$ cat src/rtl/hazard_stall_unit_pkg.sv
// Shared encodings for the hazard/stall control block.
// Contents:
//   STORE_OPCODE, R_TYPE_OPCODE : RV32 major opcodes referenced by the hazard logic and bench
//   state_t                     : controller state (RUN / MD_BUSY)
package hazard_stall_unit_pkg;

  localparam logic [6:0] STORE_OPCODE  = 7'b0100011;
  localparam logic [6:0] R_TYPE_OPCODE = 7'b0110011;

  typedef enum logic {
    RUN     = 1'b0,
    MD_BUSY = 1'b1
  } state_t;

endpackage : hazard_stall_unit_pkg

$ cat src/rtl/hazard_stall_unit_if.sv
// Pipeline <-> hazard/stall unit signal bundle.
// master : pipeline side, drives ID/EXE/memory status, receives stall controls
// slave  : hazard unit side, receives status, drives stall controls and STALL_CYCLES
interface hazard_stall_unit_if;

  // Pipeline status
  logic [4:0]  ID_ADDR1;
  logic [4:0]  ID_ADDR2;
  logic        ID_USES_RS1;
  logic        ID_USES_RS2;
  logic [6:0]  ID_OPCODE;
  logic [4:0]  EXE_ADDR;
  logic        EXE_MEM_READ;
  logic        EXE_MULDIV_START;
  logic        EXE_IS_DIV;
  logic        BRANCH_TAKEN;
  logic        INS_MEM_BUSYWAIT;
  logic        DATA_MEM_BUSYWAIT;

  // Stall / flush controls
  logic        PC_HOLD;
  logic        IF_ID_HOLD;
  logic        IF_ID_FLUSH;
  logic        ID_EX_HOLD;
  logic        ID_EX_BUBBLE;
  logic        EX_MEM_HOLD;
  logic        EX_MEM_BUBBLE;
  logic        MULDIV_BUSY;
  logic [31:0] STALL_CYCLES;

  modport master (
    output ID_ADDR1, ID_ADDR2, ID_USES_RS1, ID_USES_RS2, ID_OPCODE,
           EXE_ADDR, EXE_MEM_READ, EXE_MULDIV_START, EXE_IS_DIV,
           BRANCH_TAKEN, INS_MEM_BUSYWAIT, DATA_MEM_BUSYWAIT,
    input  PC_HOLD, IF_ID_HOLD, IF_ID_FLUSH, ID_EX_HOLD, ID_EX_BUBBLE,
           EX_MEM_HOLD, EX_MEM_BUBBLE, MULDIV_BUSY, STALL_CYCLES
  );

  modport slave (
    input  ID_ADDR1, ID_ADDR2, ID_USES_RS1, ID_USES_RS2, ID_OPCODE,
           EXE_ADDR, EXE_MEM_READ, EXE_MULDIV_START, EXE_IS_DIV,
           BRANCH_TAKEN, INS_MEM_BUSYWAIT, DATA_MEM_BUSYWAIT,
    output PC_HOLD, IF_ID_HOLD, IF_ID_FLUSH, ID_EX_HOLD, ID_EX_BUBBLE,
           EX_MEM_HOLD, EX_MEM_BUBBLE, MULDIV_BUSY, STALL_CYCLES
  );

endinterface : hazard_stall_unit_if

$ cat src/rtl/hazard_stall_unit_muldiv_occupancy_counter.sv
// Down-counter tracking the remaining EXE occupancy of a multi-cycle M-extension op.
// Ports:
//   CLK, RESET : clock, synchronous active-high reset (clears the count)
//   en         : 0 freezes the count (data-memory stall)
//   load       : load load_val (takes precedence over decrement)
//   load_val   : L-2 for the starting operation
//   cnt        : current count
//   zero       : cnt == 0
module muldiv_occupancy_counter #(
  parameter int CNT_W = 6
) (
  input  logic             CLK,
  input  logic             RESET,
  input  logic             en,
  input  logic             load,
  input  logic [CNT_W-1:0] load_val,
  output logic [CNT_W-1:0] cnt,
  output logic             zero
);

  logic [CNT_W-1:0] cnt_r;

  // Count register: load, saturating decrement, or freeze
  always_ff @(posedge CLK) begin
    if (RESET) begin
      cnt_r <= {CNT_W{1'b0}};
    end else if (!en) begin
      cnt_r <= cnt_r;
    end else if (load) begin
      cnt_r <= load_val;
    end else if (cnt_r != {CNT_W{1'b0}}) begin
      cnt_r <= cnt_r - {{(CNT_W-1){1'b0}}, 1'b1};
    end else begin
      cnt_r <= cnt_r;
    end
  end

  assign cnt  = cnt_r;
  assign zero = (cnt_r == {CNT_W{1'b0}});

endmodule : muldiv_occupancy_counter

$ cat src/rtl/hazard_stall_unit.sv
// Pipeline hazard/stall controller for the RV32IM 5-stage core.
// Resolves load-use, multi-cycle MUL/DIV occupancy, taken-branch squash and
// instruction/data memory busywait; counts cycles in which the PC is held.
// Ports:
//   CLK   : system clock, rising edge
//   RESET : synchronous active-high reset
//   bus   : hazard_stall_unit_if.slave (pipeline status in, stall controls out)
// Control outputs are Mealy (state, count and current inputs); state, count and
// STALL_CYCLES are registered.
module hazard_stall_unit
  import hazard_stall_unit_pkg::*;
#(
  parameter int MUL_CYCLES = 2,
  parameter int DIV_CYCLES = 32,
  parameter int CNT_W      = 6
) (
  input  logic                 CLK,
  input  logic                 RESET,
  hazard_stall_unit_if.slave   bus
);

  // Occupancy count loaded at start is L-2: the start cycle and the final
  // release cycle are not counted.
  localparam logic [CNT_W-1:0] MUL_LOAD = CNT_W'(MUL_CYCLES - 2);
  localparam logic [CNT_W-1:0] DIV_LOAD = CNT_W'(DIV_CYCLES - 2);
  localparam logic             MUL_LONG = (MUL_CYCLES > 1);
  localparam logic             DIV_LONG = (DIV_CYCLES > 1);

  state_t            state_r;
  logic [31:0]       stall_cycles_r;
  logic [CNT_W-1:0]  cnt_s;
  logic              cnt_zero_s;
  logic              load_use_s;
  logic              start_long_s;
  logic              run_start_s;
  logic              md_stall_s;
  logic [CNT_W-1:0]  load_val_s;

  logic pc_hold_s;
  logic if_id_hold_s;
  logic if_id_flush_s;
  logic id_ex_hold_s;
  logic id_ex_bubble_s;
  logic ex_mem_hold_s;
  logic ex_mem_bubble_s;

  // Store data (rs2) is forwarded at MEM, so it never causes a load-use stall
  assign load_use_s = bus.EXE_MEM_READ && (bus.EXE_ADDR != 5'd0) &&
                      ((bus.ID_USES_RS1 && (bus.ID_ADDR1 == bus.EXE_ADDR)) ||
                       (bus.ID_USES_RS2 && (bus.ID_ADDR2 == bus.EXE_ADDR) &&
                        (bus.ID_OPCODE != STORE_OPCODE)));

  assign start_long_s = bus.EXE_MULDIV_START && (bus.EXE_IS_DIV ? DIV_LONG : MUL_LONG);
  assign load_val_s   = bus.EXE_IS_DIV ? DIV_LOAD : MUL_LOAD;

  // A taken branch in RUN squashes the would-be start
  assign run_start_s = (state_r == RUN) && !bus.BRANCH_TAKEN && start_long_s;
  assign md_stall_s  = run_start_s || ((state_r == MD_BUSY) && !cnt_zero_s);

  muldiv_occupancy_counter #(
    .CNT_W (CNT_W)
  ) u_occ_cnt (
    .CLK      (CLK),
    .RESET    (RESET),
    .en       (!bus.DATA_MEM_BUSYWAIT),
    .load     (run_start_s),
    .load_val (load_val_s),
    .cnt      (cnt_s),
    .zero     (cnt_zero_s)
  );

  // Stall/flush control decode in priority order
  always_comb begin
    pc_hold_s       = 1'b0;
    if_id_hold_s    = 1'b0;
    if_id_flush_s   = 1'b0;
    id_ex_hold_s    = 1'b0;
    id_ex_bubble_s  = 1'b0;
    ex_mem_hold_s   = 1'b0;
    ex_mem_bubble_s = 1'b0;
    if (RESET) begin
      pc_hold_s = 1'b0;
    end else if (bus.DATA_MEM_BUSYWAIT) begin
      pc_hold_s     = 1'b1;
      if_id_hold_s  = 1'b1;
      id_ex_hold_s  = 1'b1;
      ex_mem_hold_s = 1'b1;
    end else if ((state_r == RUN) && bus.BRANCH_TAKEN) begin
      if_id_flush_s  = 1'b1;
      id_ex_bubble_s = 1'b1;
    end else begin
      if (md_stall_s) begin
        pc_hold_s       = 1'b1;
        if_id_hold_s    = 1'b1;
        id_ex_hold_s    = 1'b1;
        ex_mem_bubble_s = 1'b1;
      end else if (load_use_s) begin
        pc_hold_s      = 1'b1;
        if_id_hold_s   = 1'b1;
        id_ex_bubble_s = 1'b1;
      end else begin
        pc_hold_s = 1'b0;
      end
      // A held IF/ID already blocks the stale fetch, so hold beats flush
      if (bus.INS_MEM_BUSYWAIT) begin
        pc_hold_s     = 1'b1;
        if_id_flush_s = !if_id_hold_s;
      end else begin
        if_id_flush_s = 1'b0;
      end
    end
  end

  // Controller state: frozen while data memory is busy
  always_ff @(posedge CLK) begin
    if (RESET) begin
      state_r <= RUN;
    end else if (bus.DATA_MEM_BUSYWAIT) begin
      state_r <= state_r;
    end else begin
      case (state_r)
        RUN:     state_r <= run_start_s ? MD_BUSY : RUN;
        MD_BUSY: state_r <= cnt_zero_s ? RUN : MD_BUSY;
        default: state_r <= RUN;
      endcase
    end
  end

  // Stall-cycle performance counter, wraps naturally at 2^32
  always_ff @(posedge CLK) begin
    if (RESET) begin
      stall_cycles_r <= 32'd0;
    end else if (pc_hold_s) begin
      stall_cycles_r <= stall_cycles_r + 32'd1;
    end else begin
      stall_cycles_r <= stall_cycles_r;
    end
  end

  assign bus.PC_HOLD       = pc_hold_s;
  assign bus.IF_ID_HOLD    = if_id_hold_s;
  assign bus.IF_ID_FLUSH   = if_id_flush_s;
  assign bus.ID_EX_HOLD    = id_ex_hold_s;
  assign bus.ID_EX_BUBBLE  = id_ex_bubble_s;
  assign bus.EX_MEM_HOLD   = ex_mem_hold_s;
  assign bus.EX_MEM_BUBBLE = ex_mem_bubble_s;
  assign bus.MULDIV_BUSY   = (state_r == MD_BUSY);
  assign bus.STALL_CYCLES  = stall_cycles_r;

endmodule : hazard_stall_unit

$ cat src/flat_wrapper.sv
// flat-port wrapper written by rule: the top's interface ports become plain ports
module hazard_stall_unit_flat import hazard_stall_unit_pkg::*;
#(
  parameter int MUL_CYCLES = 2,
  parameter int DIV_CYCLES = 32,
  parameter int CNT_W      = 6
)
  (CLK, RESET, bus_ID_ADDR1, bus_ID_ADDR2, bus_ID_USES_RS1, bus_ID_USES_RS2, bus_ID_OPCODE, bus_EXE_ADDR, bus_EXE_MEM_READ, bus_EXE_MULDIV_START, bus_EXE_IS_DIV, bus_BRANCH_TAKEN, bus_INS_MEM_BUSYWAIT, bus_DATA_MEM_BUSYWAIT, bus_PC_HOLD, bus_IF_ID_HOLD, bus_IF_ID_FLUSH, bus_ID_EX_HOLD, bus_ID_EX_BUBBLE, bus_EX_MEM_HOLD, bus_EX_MEM_BUBBLE, bus_MULDIV_BUSY, bus_STALL_CYCLES);
  hazard_stall_unit_if bus_i ();
  input  logic CLK;
  input  logic RESET;
  input wire logic [$bits(bus_i.ID_ADDR1)-1:0] bus_ID_ADDR1;
  input wire logic [$bits(bus_i.ID_ADDR2)-1:0] bus_ID_ADDR2;
  input wire logic [$bits(bus_i.ID_USES_RS1)-1:0] bus_ID_USES_RS1;
  input wire logic [$bits(bus_i.ID_USES_RS2)-1:0] bus_ID_USES_RS2;
  input wire logic [$bits(bus_i.ID_OPCODE)-1:0] bus_ID_OPCODE;
  input wire logic [$bits(bus_i.EXE_ADDR)-1:0] bus_EXE_ADDR;
  input wire logic [$bits(bus_i.EXE_MEM_READ)-1:0] bus_EXE_MEM_READ;
  input wire logic [$bits(bus_i.EXE_MULDIV_START)-1:0] bus_EXE_MULDIV_START;
  input wire logic [$bits(bus_i.EXE_IS_DIV)-1:0] bus_EXE_IS_DIV;
  input wire logic [$bits(bus_i.BRANCH_TAKEN)-1:0] bus_BRANCH_TAKEN;
  input wire logic [$bits(bus_i.INS_MEM_BUSYWAIT)-1:0] bus_INS_MEM_BUSYWAIT;
  input wire logic [$bits(bus_i.DATA_MEM_BUSYWAIT)-1:0] bus_DATA_MEM_BUSYWAIT;
  output wire logic [$bits(bus_i.PC_HOLD)-1:0] bus_PC_HOLD;
  output wire logic [$bits(bus_i.IF_ID_HOLD)-1:0] bus_IF_ID_HOLD;
  output wire logic [$bits(bus_i.IF_ID_FLUSH)-1:0] bus_IF_ID_FLUSH;
  output wire logic [$bits(bus_i.ID_EX_HOLD)-1:0] bus_ID_EX_HOLD;
  output wire logic [$bits(bus_i.ID_EX_BUBBLE)-1:0] bus_ID_EX_BUBBLE;
  output wire logic [$bits(bus_i.EX_MEM_HOLD)-1:0] bus_EX_MEM_HOLD;
  output wire logic [$bits(bus_i.EX_MEM_BUBBLE)-1:0] bus_EX_MEM_BUBBLE;
  output wire logic [$bits(bus_i.MULDIV_BUSY)-1:0] bus_MULDIV_BUSY;
  output wire logic [$bits(bus_i.STALL_CYCLES)-1:0] bus_STALL_CYCLES;
  assign bus_i.ID_ADDR1 = bus_ID_ADDR1;
  assign bus_i.ID_ADDR2 = bus_ID_ADDR2;
  assign bus_i.ID_USES_RS1 = bus_ID_USES_RS1;
  assign bus_i.ID_USES_RS2 = bus_ID_USES_RS2;
  assign bus_i.ID_OPCODE = bus_ID_OPCODE;
  assign bus_i.EXE_ADDR = bus_EXE_ADDR;
  assign bus_i.EXE_MEM_READ = bus_EXE_MEM_READ;
  assign bus_i.EXE_MULDIV_START = bus_EXE_MULDIV_START;
  assign bus_i.EXE_IS_DIV = bus_EXE_IS_DIV;
  assign bus_i.BRANCH_TAKEN = bus_BRANCH_TAKEN;
  assign bus_i.INS_MEM_BUSYWAIT = bus_INS_MEM_BUSYWAIT;
  assign bus_i.DATA_MEM_BUSYWAIT = bus_DATA_MEM_BUSYWAIT;
  assign bus_PC_HOLD = bus_i.PC_HOLD;
  assign bus_IF_ID_HOLD = bus_i.IF_ID_HOLD;
  assign bus_IF_ID_FLUSH = bus_i.IF_ID_FLUSH;
  assign bus_ID_EX_HOLD = bus_i.ID_EX_HOLD;
  assign bus_ID_EX_BUBBLE = bus_i.ID_EX_BUBBLE;
  assign bus_EX_MEM_HOLD = bus_i.EX_MEM_HOLD;
  assign bus_EX_MEM_BUBBLE = bus_i.EX_MEM_BUBBLE;
  assign bus_MULDIV_BUSY = bus_i.MULDIV_BUSY;
  assign bus_STALL_CYCLES = bus_i.STALL_CYCLES;
  hazard_stall_unit #(.MUL_CYCLES(MUL_CYCLES), .DIV_CYCLES(DIV_CYCLES), .CNT_W(CNT_W)) u_core (.CLK(CLK), .RESET(RESET), .bus(bus_i));
endmodule
$ cat config.mk
export PLATFORM = sky130hd
export DESIGN_NAME = hazard_stall_unit_flat
export DESIGN_NICKNAME = d
export VERILOG_FILES = /design/src/rtl/hazard_stall_unit_pkg.sv /design/src/rtl/hazard_stall_unit_if.sv /design/src/rtl/hazard_stall_unit_muldiv_occupancy_counter.sv /design/src/rtl/hazard_stall_unit.sv /design/src/flat_wrapper.sv
export SDC_FILE = /design/constraint.sdc
export NUM_CORES = 1
export LEC_CHECK = 0
export ABC_AREA = 1
export CAP_MARGIN = 5
export CORE_MARGIN = 2
export CORE_UTILIZATION = 44
export CTS_CLUSTER_SIZE = 25
export DETAILED_ROUTE_END_ITERATION = 6
export PLACE_DENSITY = 0.77
export SKIP_LAST_GASP = 1
export SLEW_MARGIN = 30
export SYNTH_ARGS = -nofsm -noshare
export SYNTH_HDL_FRONTEND = slang
export SYNTH_HIERARCHICAL = 1
export SYNTH_SLANG_ARGS = --single-unit
$ cat constraint.sdc
create_clock -name CLK -period 1.8 [get_ports CLK]
set_input_delay 0.36 -clock CLK [delete_from_list [all_inputs] [get_ports CLK]]
set_output_delay 0.36 -clock CLK [all_outputs]
set_load 0.005 [all_outputs]
Yosys cells after proc, flatten, opt, wreduce, memory -nomap -nowiden
Index checks and enable logic that the tools add are counted.
{"block": "word_totals", "reg_bits": 39, "in_bits": 32, "output_inout_bits": 40, "elab_cells": 63}
{"block": "classes", "add_sub_neg": 2, "n_eq_ne": 3, "muxes": 34, "n_bitwise": 2, "reduce_logical": 19}
{"operator": "32-bit by 1-bit adder with 32-bit output, second input constant", "count": 1}
{"operator": "1-bit 2-to-1 mux", "count": 30}
{"operator": "6-bit 2-to-1 mux", "count": 2}
{"operator": "5-bit == test", "count": 2}
{"operator": "1-bit logical AND", "count": 9}
{"operator": "7-bit by 6-bit != test with 1-bit output, second input constant", "count": 1}
{"operator": "6-bit zero test", "count": 1}
{"operator": "6-bit nonzero test", "count": 1}
{"operator": "6-bit by 1-bit subtractor with 6-bit output, second input constant", "count": 1}
{"operator": "5-bit 2-to-1 mux", "count": 1}
{"operator": "5-bit nonzero test", "count": 1}
{"operator": "1-bit zero test", "count": 3}
{"operator": "1-bit logical OR", "count": 2}
{"operator": "1-bit NOT", "count": 2}
{"operator": "1-bit one-hot mux with 2 select lines", "count": 1}
{"operator": "2-bit AND reduction", "count": 1}
{"operator": "2-bit nonzero test", "count": 1}

Longest topological paths before layout
Gate-level depths: netlist of run 1.
{"block": "depth", "ltp_word": 15, "depth_mapped": 16, "ltp_nobuf": 16}

Cells and area by module
Netlist of run 1, hierarchy kept.
{"module": "hazard_stall_unit", "instances": 1, "cells_per_inst": 353, "area_per_inst_um2": 2137.0, "seq_area_each_um2": 660.6}
{"module": "muldiv_occupancy_counter", "instances": 1, "cells_per_inst": 70, "area_per_inst_um2": 464.2, "seq_area_each_um2": 120.1}

Worst setup path before layout of run 1
OpenSTA, ideal clock, no wires.
{"block": "synth_timing", "kind": "flip-flop to output port", "start": "reg u_core.u_occ_cnt.cnt_r[0] (netlist: u_core/u_occ_cnt/cnt[0])", "end": "out bus_PC_HOLD", "t_arrival_ns": 1.528, "path_slack_ns": -0.088, "stages_incl_launch_ff": 13, "n_path_buf": 1, "path_cell_list": "dfxtp_1 -> inv_1 -> ha_1 -> nand3_1 -> inv_1 -> o21ai_0 -> inv_1 -> nand2_1 -> nand2_1 -> nand3_4 -> buf_2 -> nand2_1 -> inv_1"}
{"block": "synth_via", "elab_chain_len": 9}
{"item": "from (decl)", "line": "hazard_stall_unit_muldiv_occupancy_counter.sv:21", "source": "logic [CNT_W-1:0] cnt_r;"}
{"item": "from (signal assigned)", "line": "hazard_stall_unit_muldiv_occupancy_counter.sv:26", "source": "cnt_r <= {CNT_W{1'b0}};"}
{"item": "from (signal assigned)", "line": "hazard_stall_unit_muldiv_occupancy_counter.sv:28", "source": "cnt_r <= cnt_r;"}
{"item": "from (signal assigned)", "line": "hazard_stall_unit_muldiv_occupancy_counter.sv:30", "source": "cnt_r <= load_val;"}
{"item": "6-bit zero test", "line": "hazard_stall_unit_muldiv_occupancy_counter.sv:39", "source": "assign zero = (cnt_r == {CNT_W{1'b0}});"}
{"item": "net u_core.cnt_zero_s", "line": "hazard_stall_unit.sv:32", "source": "logic cnt_zero_s;"}
{"item": "1-bit zero test", "line": "hazard_stall_unit.sv:58", "source": "assign md_stall_s = run_start_s || ((state_r == MD_BUSY) && !cnt_zero_s);"}
{"item": "1-bit logical AND", "line": "hazard_stall_unit.sv:58"}
{"item": "1-bit logical OR", "line": "hazard_stall_unit.sv:58"}
{"item": "1-bit 2-to-1 mux", "line": "hazard_stall_unit.sv:92", "source": "if (md_stall_s) begin"}
{"item": "1-bit 2-to-1 mux", "line": "hazard_stall_unit.sv:105", "source": "if (bus.INS_MEM_BUSYWAIT) begin"}
{"item": "1-bit 2-to-1 mux", "line": "hazard_stall_unit.sv:88", "source": "end else if ((state_r == RUN) && bus.BRANCH_TAKEN) begin"}
{"item": "1-bit 2-to-1 mux", "line": "hazard_stall_unit.sv:83", "source": "end else if (bus.DATA_MEM_BUSYWAIT) begin"}
{"item": "1-bit 2-to-1 mux", "line": "hazard_stall_unit.sv:81", "source": "if (RESET) begin"}
{"item": "to (decl)", "line": "flat_wrapper.sv:24", "source": "output wire logic [$bits(bus_i.PC_HOLD)-1:0] bus_PC_HOLD;"}
The timed path passes the listed nets, and every way through them passes these cells.

Worst setup path in the final report of run 1
{"block": "layout_timing", "start": "reg u_core.u_occ_cnt.cnt_r[1] (netlist: u_core/u_occ_cnt/cnt[1])", "end": "out bus_IF_ID_FLUSH"}
{"block": "layout_via", "elab_chain_len": 13}
{"item": "6-bit zero test", "line": "hazard_stall_unit_muldiv_occupancy_counter.sv:39"}
{"item": "net u_core.cnt_zero_s", "line": "hazard_stall_unit.sv:32"}
{"item": "1-bit zero test", "line": "hazard_stall_unit.sv:58"}
{"item": "1-bit logical AND", "line": "hazard_stall_unit.sv:58"}
{"item": "1-bit logical OR", "line": "hazard_stall_unit.sv:58"}
{"item": "1-bit 2-to-1 mux", "line": "hazard_stall_unit.sv:92"}
{"item": "1-bit 2-to-1 mux", "line": "hazard_stall_unit.sv:88"}
{"item": "1-bit 2-to-1 mux", "line": "hazard_stall_unit.sv:83"}
{"item": "1-bit 2-to-1 mux", "line": "hazard_stall_unit.sv:81"}
{"item": "1-bit zero test", "line": "hazard_stall_unit.sv:107", "source": "if_id_flush_s = !if_id_hold_s;"}
{"item": "1-bit 2-to-1 mux", "line": "hazard_stall_unit.sv:105"}
{"item": "1-bit 2-to-1 mux", "line": "hazard_stall_unit.sv:88"}
{"item": "1-bit 2-to-1 mux", "line": "hazard_stall_unit.sv:83"}
{"item": "1-bit 2-to-1 mux", "line": "hazard_stall_unit.sv:81"}
{"item": "to (decl)", "line": "flat_wrapper.sv:26", "source": "output wire logic [$bits(bus_i.IF_ID_FLUSH)-1:0] bus_IF_ID_FLUSH;"}
The timed path passes the listed nets, and every way through them passes these cells. The select of a mux whose other input is x is not followed.

==> flow_metrics.tcl, run 1 <==
set metrics [dict create \
    design.core.area_mm2 0.00582 \
    syn-instance-count 423 \
    die_w_um 80.9 \
    grt_pass1_vias 2722 \
    ys_async_sr_fraction 0 \
    grtUsageTotal 0.210 \
    fp.dieH_um 80.9 \
    required_ns 1.44 \
    dieArea_mm2 0.00654 \
    p_per_area_mw_per_mm2 624 \
    drtAntennaViolNets 0 \
    fillerInstances 515 \
    worstSkewPairLatency_ns 0.29 \
    crit_path_end_kind "primary output" \
    grt_pass1_wl_um 11100 \
    avgSynthCellArea_um2 6.15 \
    vias 3061 \
    ys.flop_type "dfxtp_1" \
    hpwl_um 4900 \
    drtIter0Drc 168 \
    start_util 0.447 \
    reg2reg_slack_ns 0 \
    cts_hold_buf 0 \
    skew_ns 0.00329 \
    portBuffers 71 \
    synth_edf_count 0 \
    period_share 1.09 \
    finalWirelength_um 7220 \
    cp_cell_sequence "inv_2 > ha_4 > nand3_2 > inv_1 > o21ai_1 > inv_1 > nand2_1 > nand2_2 > nor3b_4 > buf_2" \
    gp_congestion 0.835 \
    layout.nets 586 \
    ir_drop_v 0.000390 \
    cp.arrival_ns 1.60 \
    critPathBufInv 4 \
    routed_via_density 4.89 \
    yosysWarnings 6 \
    postLayoutCoreUtil 0.694 \
    cts_buffer_depth 2 \
    numClockSinks 39 \
    wl_per_cell_um 11.5 \
    maxSlewViolCount 0 \
    outcome "complete, but fails checks" \
    fmax_mhz 511 \
    final-seq-area_um2 805 \
    grt_antenna_before_repair 0 \
    p_total_w 0.00252 \
    post-place-cells 596 \
    critPathLaunchType "flip-flop" \
    setup_ws_ns -0.155 \
    p_leak_nw 1.96 \
    hold_class "reg2reg" \
    path_class "reg2out" \
    grt_max_degree 63 \
    ys_seq_area_frac 0.300 \
    final-setup-viol-count 8 \
    drive_gt1_frac 0.274 \
    multi_input_area_mm2 0.00168 \
    cts_tree "yes" \
    fp-row-count 28 \
    path_delay_family "simple AND/OR/NAND/NOR gates" \
    cp_max_fo 3 \
    first_pass_iters 4 \
    cap_violations 0 \
    ys_ff_latch 39 \
    grt-ovfl-total 0 \
    antennaDiodeCount 0 \
    path_clk_slew_ns 0.08 \
    syn-cell-area_mm2 0.00260 \
    io_pins 72 \
    slowest_delay_ns 0.33 \
    whs_ns 0.519 \
    synth_cell_type_count 35 \
    htree_levels 2 \
    fin_crit_ns 1.96 \
    violations "negative setup slack" \
    stdcell_count 626 \
    clock-root-buffer "clkbuf_8" \
    hold_violations 0 \
    area_growth_syn_to_layout_pct 55.2 \
    rsz0062_at_grt "true" \
    crit_top_cell "inv_1" \
    drc 0 \
    cp_slowest_cell "dfxtp_2" \
    cts_made_buffers 5 \
]
-- state kept, by name, indices dropped and copies added (netlist names) --
signal and cells:
u_core/bus.STALL_CYCLES 32, u_core/u_occ_cnt/cnt 6, u_core/bus.MULDIV_BUSY 1
-- worst register-to-register path: stages (launching register included) --
cell	delay (ns)
dfxtp_4	0.39
ha_4	0.16
nand3_4	0.08
inv_4	0.07
nand2_4	0.05
nor3_4	0.19
nand3_2	0.16
nor2_4	0.16
nand3_4	0.13
nor2_4	0.11
nand3_1	0.08
nand2_1	0.08
nor2_1	0.04
-- where the power goes --
part | total (W) | internal [W] | switching (W)
clock | 0.000723 | 0.000407 | 0.000316
combinational | 0.000853 | 0.000422 | 0.000431
sequential | 0.000946 | 0.000904 | 0.0000418
-- synthesized netlist by cell type (3+ instances only) --
master    instances  area (µm²)
nor2_1           66         248
o21ai_0          10        50.1
nor2_4            6        67.6
o21ai_1           3        15.0
dfxtp_1          39         781
nand2_2           6        37.5
clkinv_1          3        11.3
nand2_1         110         413
inv_2             6        22.5
inv_1            50         188
buf_2             6        30.0
nor2_2            7        43.8
nand3_1          44         220
ha_1              3        37.5
a21oi_1          34         170
nand4_1           5        31.3
-- per-layer routing --
layer,routed length (µm),vias to the layer above,GRT usage
li1,-,1587,-
met1,2750,1366,0.235
met2,3900,94,0.392
met3,415,14,0.0456
met4,156,0,0.0661
met5,0,-,0
-- cells in the final DEF (no fill, tap or decap), drive strengths merged, types with 4 or more instances in the layout --
master / count
o21ai: 13
dlygate4sd2: 18
buf: 67
nor3: 4
nor2: 79
nand4: 6
inv: 59
nand3: 48
a21oi: 34
clkdlybuf4s50: 37
nand2: 118
clkdlybuf4s15: 5
dfxtp: 39
clkbuf: 8
-- stage by stage --
step / setup slack (ns) / setup TNS, ns / area [µm²]
4_1_cts: -0.143 / -0.547 / 3800
3_5_place_dp: -0.861 / -26.19 / 3620
6_report: -0.155 / -0.595 / 4040
3_3_place_gp: -0.802 / -23.68 / 3620
2_1_floorplan: 0.00609 / 0 / 2610
5_1_grt: -0.248 / -2.01 / 4040
-- layout make-up --
cell class / count / share of cell area
sequential: 39 / 0.199
inverter: 61 / 0.0598
clock inverter: 1 / 0.00744
timing repair buffer: 130 / 0.277
tap: 75 / 0.0232
clock buffer: 6 / 0.0180
multi-input combinational: 314 / 0.415
-- kinds of logic (layout without fill, tap and decap cells) --
group           after synthesis  after routing  share of synthesized area
buf+inv                      71            198                      0.115
compound gates               49             49                     0.0952
simple gates                259            259                      0.470
flops                        39             39                      0.300
xor+xnor                      1              1                    0.00337
fa+ha+maj                     3              3                     0.0144
other cells                   1              2                    0.00144
-- what timing repair did --
action / 4_1_cts / 5_1_grt
resized for setup: 87 / 44
setup buffers: 9 / 14
endpoints found under the hold margin: 0 / 0
pin swaps: 24 / 30
cloned: 0 / 0
endpoints found under the setup margin: 39 / 39
-- worst paths after layout --
path                                                  from                           to  cells after the start
worst max register to register  u_core/bus.STALL_CYCLES[1]  u_core/bus.STALL_CYCLES[30]                     12
worst min-delay path            u_core/bus.STALL_CYCLES[6]   u_core/bus.STALL_CYCLES[6]                      2
worst min register to register  u_core/bus.STALL_CYCLES[6]   u_core/bus.STALL_CYCLES[6]                      2
worst max-delay path               u_core/u_occ_cnt/cnt[1]              bus_IF_ID_FLUSH                     10
Note: power is estimated with default switching activity, not from simulation.
==> inputs of run 2 (changes only) <==
--- a/config.mk
+++ b/config.mk
@@ -7,7 +7,6 @@
 export LEC_CHECK = 0
 export ABC_AREA = 1
 export CAP_MARGIN = 5
-export CORE_MARGIN = 2
 export CORE_UTILIZATION = 44
 export CTS_CLUSTER_SIZE = 25
 export DETAILED_ROUTE_END_ITERATION = 6
==> run 2 against run 1 <==
- the run still ends with negative setup slack left
- flip-flop and latch count is the same
- non-clock buffer count shrank 8
- critical path type is now in2out
- core utilization grew 0.54 points
- combinational power shrank 0.6%
- wire length shrank 5.7%
- maximum frequency grew 1.5%
- power shrank 5.4%
- sequential power is essentially flat
- global-route usage grew 1.1 points
==> flow_metrics.tcl, run 2 (same netlist as run 1, synthesis figures left out) <==
set metrics [dict create \
    hold_depth 2 \
    hpwl_um 4740 \
    gp_congestion 0.851 \
    cp.arrival_ns 1.57 \
    antennaDiodeCount 0 \
    power.internal_w 0.00160 \
    worstSkewPairLatency_ns 0.30 \
    drtAntennaViolNets 0 \
    r2r-end "u_core/bus.STALL_CYCLES[8]" \
    numClockSinks 39 \
    combPwrFrac 0.355 \
    ir_drop_v 0.000380 \
    io_pins 72 \
    critPathLaunchType "primary input" \
    drc 0 \
    dieArea_mm2 0.00622 \
    postLayoutCoreUtil 0.700 \
    vias 2993 \
    cts_buffer_depth 2 \
    hold_path_end "u_core/bus.STALL_CYCLES[6]" \
    first_pass_iters 4 \
    fillerInstances 509 \
    rsz0062_at_grt "true" \
    swShare 0.330 \
    post-place-cells 593 \
    path_clk_slew_ns 0.08 \
    reg2reg_depth 14 \
    layout.nets 578 \
    fp.dieH_um 78.9 \
    htree_levels 2 \
    portBuffers 71 \
    cap_violations 0 \
    largest_register_ffs 32 \
    maxSlewViolCount 0 \
    grt_pass1_wl_um 11100 \
    hp-start "u_core/bus.STALL_CYCLES[6]" \
    hold_violations 0 \
    cts_tree "yes" \
    finalWirelength_um 6810 \
    fin_area_mm2 0.00392 \
    die_w_um 78.9 \
    drtIter0Drc 122 \
    placed_area_mm2 0.00362 \
    grt-ovfl-total 0 \
    crit_path_end_kind "primary output" \
    fin_tns_setup_ns -0.366 \
    fmax_mhz 519 \
    cts_made_buffers 5 \
    cp_slowest_cell "clkdlybuf4s50_1" \
    fin_crit_ns 1.93 \
    drive_gt1_frac 0.254 \
    cp_cell_sequence "clkdlybuf4s50_1 > inv_1 > nor2_1 > inv_1 > nand2_1 > nand3_4 > nand2_4 > inv_2 > buf_6" \
    design.core.area_mm2 0.00561 \
    grt_pass1_vias 2716 \
    final-setup-viol-count 5 \
    clkPwrFrac 0.248 \
    fp-row-count 27 \
    cts_hold_buf 0 \
    grtUsageTotal 0.221 \
    power.switching_w 0.000786 \
    stdcell_count 616 \
    crit_top_cell "inv_1" \
    slowest_delay_ns 0.45 \
    p_total_w 0.00238 \
    seq_power_share 0.396 \
    layout_common_cells "104 x nand2_1, 63 x nor2_1, 48 x buf_4" \
    wl_per_cell_um 11.1 \
    cp_max_fo 3 \
    start_util 0.464 \
    area_growth_syn_to_layout_pct 50.8 \
    required_ns 1.44 \
    routed_via_density 4.86 \
    final_common_cell "nand2_1" \
    period_share 1.07 \
    r2r-start "u_core/u_occ_cnt/cnt[1]" \
    path_class "in2out" \
    grt_antenna_before_repair 0 \
    violations "negative setup slack" \
    reg2reg_slack_ns 0.01 \
    p_leak_nw 1.89 \
    skew_ns 0.00944 \
    setup_ws_ns -0.125 \
    outcome "complete, but fails checks" \
    grt_max_degree 63 \
    hold_class "reg2reg" \
    clock-root-buffer "clkbuf_8" \
    p_per_area_mw_per_mm2 608 \
]
==> run 2: cell count changes in the layout (fill, tap and decap cells not counted), moves of 3 or more <==
cell             delta
nor2_4              -3
clkdlybuf4s50_1     +3
dlygate4sd2_1       +3
buf_4               -8
clkdlybuf4s15_1     -3
buf_2               -3
nor2_1              +3
==> run 2: worst max-delay path by stage <==
stage	startpoint	end
2_1_floorplan	u_core/u_occ_cnt/cnt[0]	bus_PC_HOLD
3_3_place_gp	bus_EXE_ADDR[4]	bus_PC_HOLD
3_5_place_dp	bus_EXE_ADDR[4]	bus_PC_HOLD
4_1_cts	u_core/u_occ_cnt/cnt[1]	bus_PC_HOLD
5_1_grt	bus_ID_ADDR2[2]	bus_PC_HOLD
6_report	bus_BRANCH_TAKEN	bus_PC_HOLD
==> run 2: what timing repair did <==
item                       4_1_cts  5_1_grt
setup endpoints to repair       39       39
pin swaps                       27       21
resized for setup               77       36
setup buffers                    7        8
==> run 2: worst max-delay path, delay by kind of cell <==
kind	cells	cell delay, ns
AND/OR/NAND/NOR	4	0.43
buffers and inverters	5	0.77
==> run 2: power by group through the flow <==
| stage | Combinational, W | Sequential [W] | Clock (W) |
|---|---|---|---|
| after global placement | 0.000740 | 0.000956 | 0 |
| after detailed placement | 0.000746 | 0.000958 | 0 |
| after floorplan | 0.000420 | 0.000965 | 0 |
| after CTS | 0.000785 | 0.000944 | 0.000604 |
| after global routing | 0.000943 | 0.000952 | 0.000646 |
| final | 0.000848 | 0.000944 | 0.000593 |
==> run 2: cell type report <==
cell class | instances | area (µm²) | area share
repair buffers | 122 | 1050 | 0.267
inverters | 61 | 241 | 0.0615
multi-input cells | 314 | 1660 | 0.423
clock buffers | 6 | 72.6 | 0.0185
well taps | 72 | 90.1 | 0.0230
clock inverters | 2 | 12.5 | 0.00319
flip-flops and latches | 39 | 798 | 0.203
==> run 2: routing by layer <==
layer,GRT usage,routed length (µm),part of all wire,vias up
met4,0.0636,77,0.011,0
met5,0,0,0,-
met2,0.409,3470,0.51,81
li1,-,-,-,1573
met1,0.251,2910,0.43,1333
met3,0.0517,356,0.052,6
==> run 2: stage by stage <==
step / setup slack (ns) / hold WS (ns)
global route: -0.219 / 0.560
floorplan: 0.00609 / 0.429
detailed placement: -0.821 / 0.515
CTS: -0.148 / 0.531
global placement: -0.799 / 0.506
finish: -0.125 / 0.536
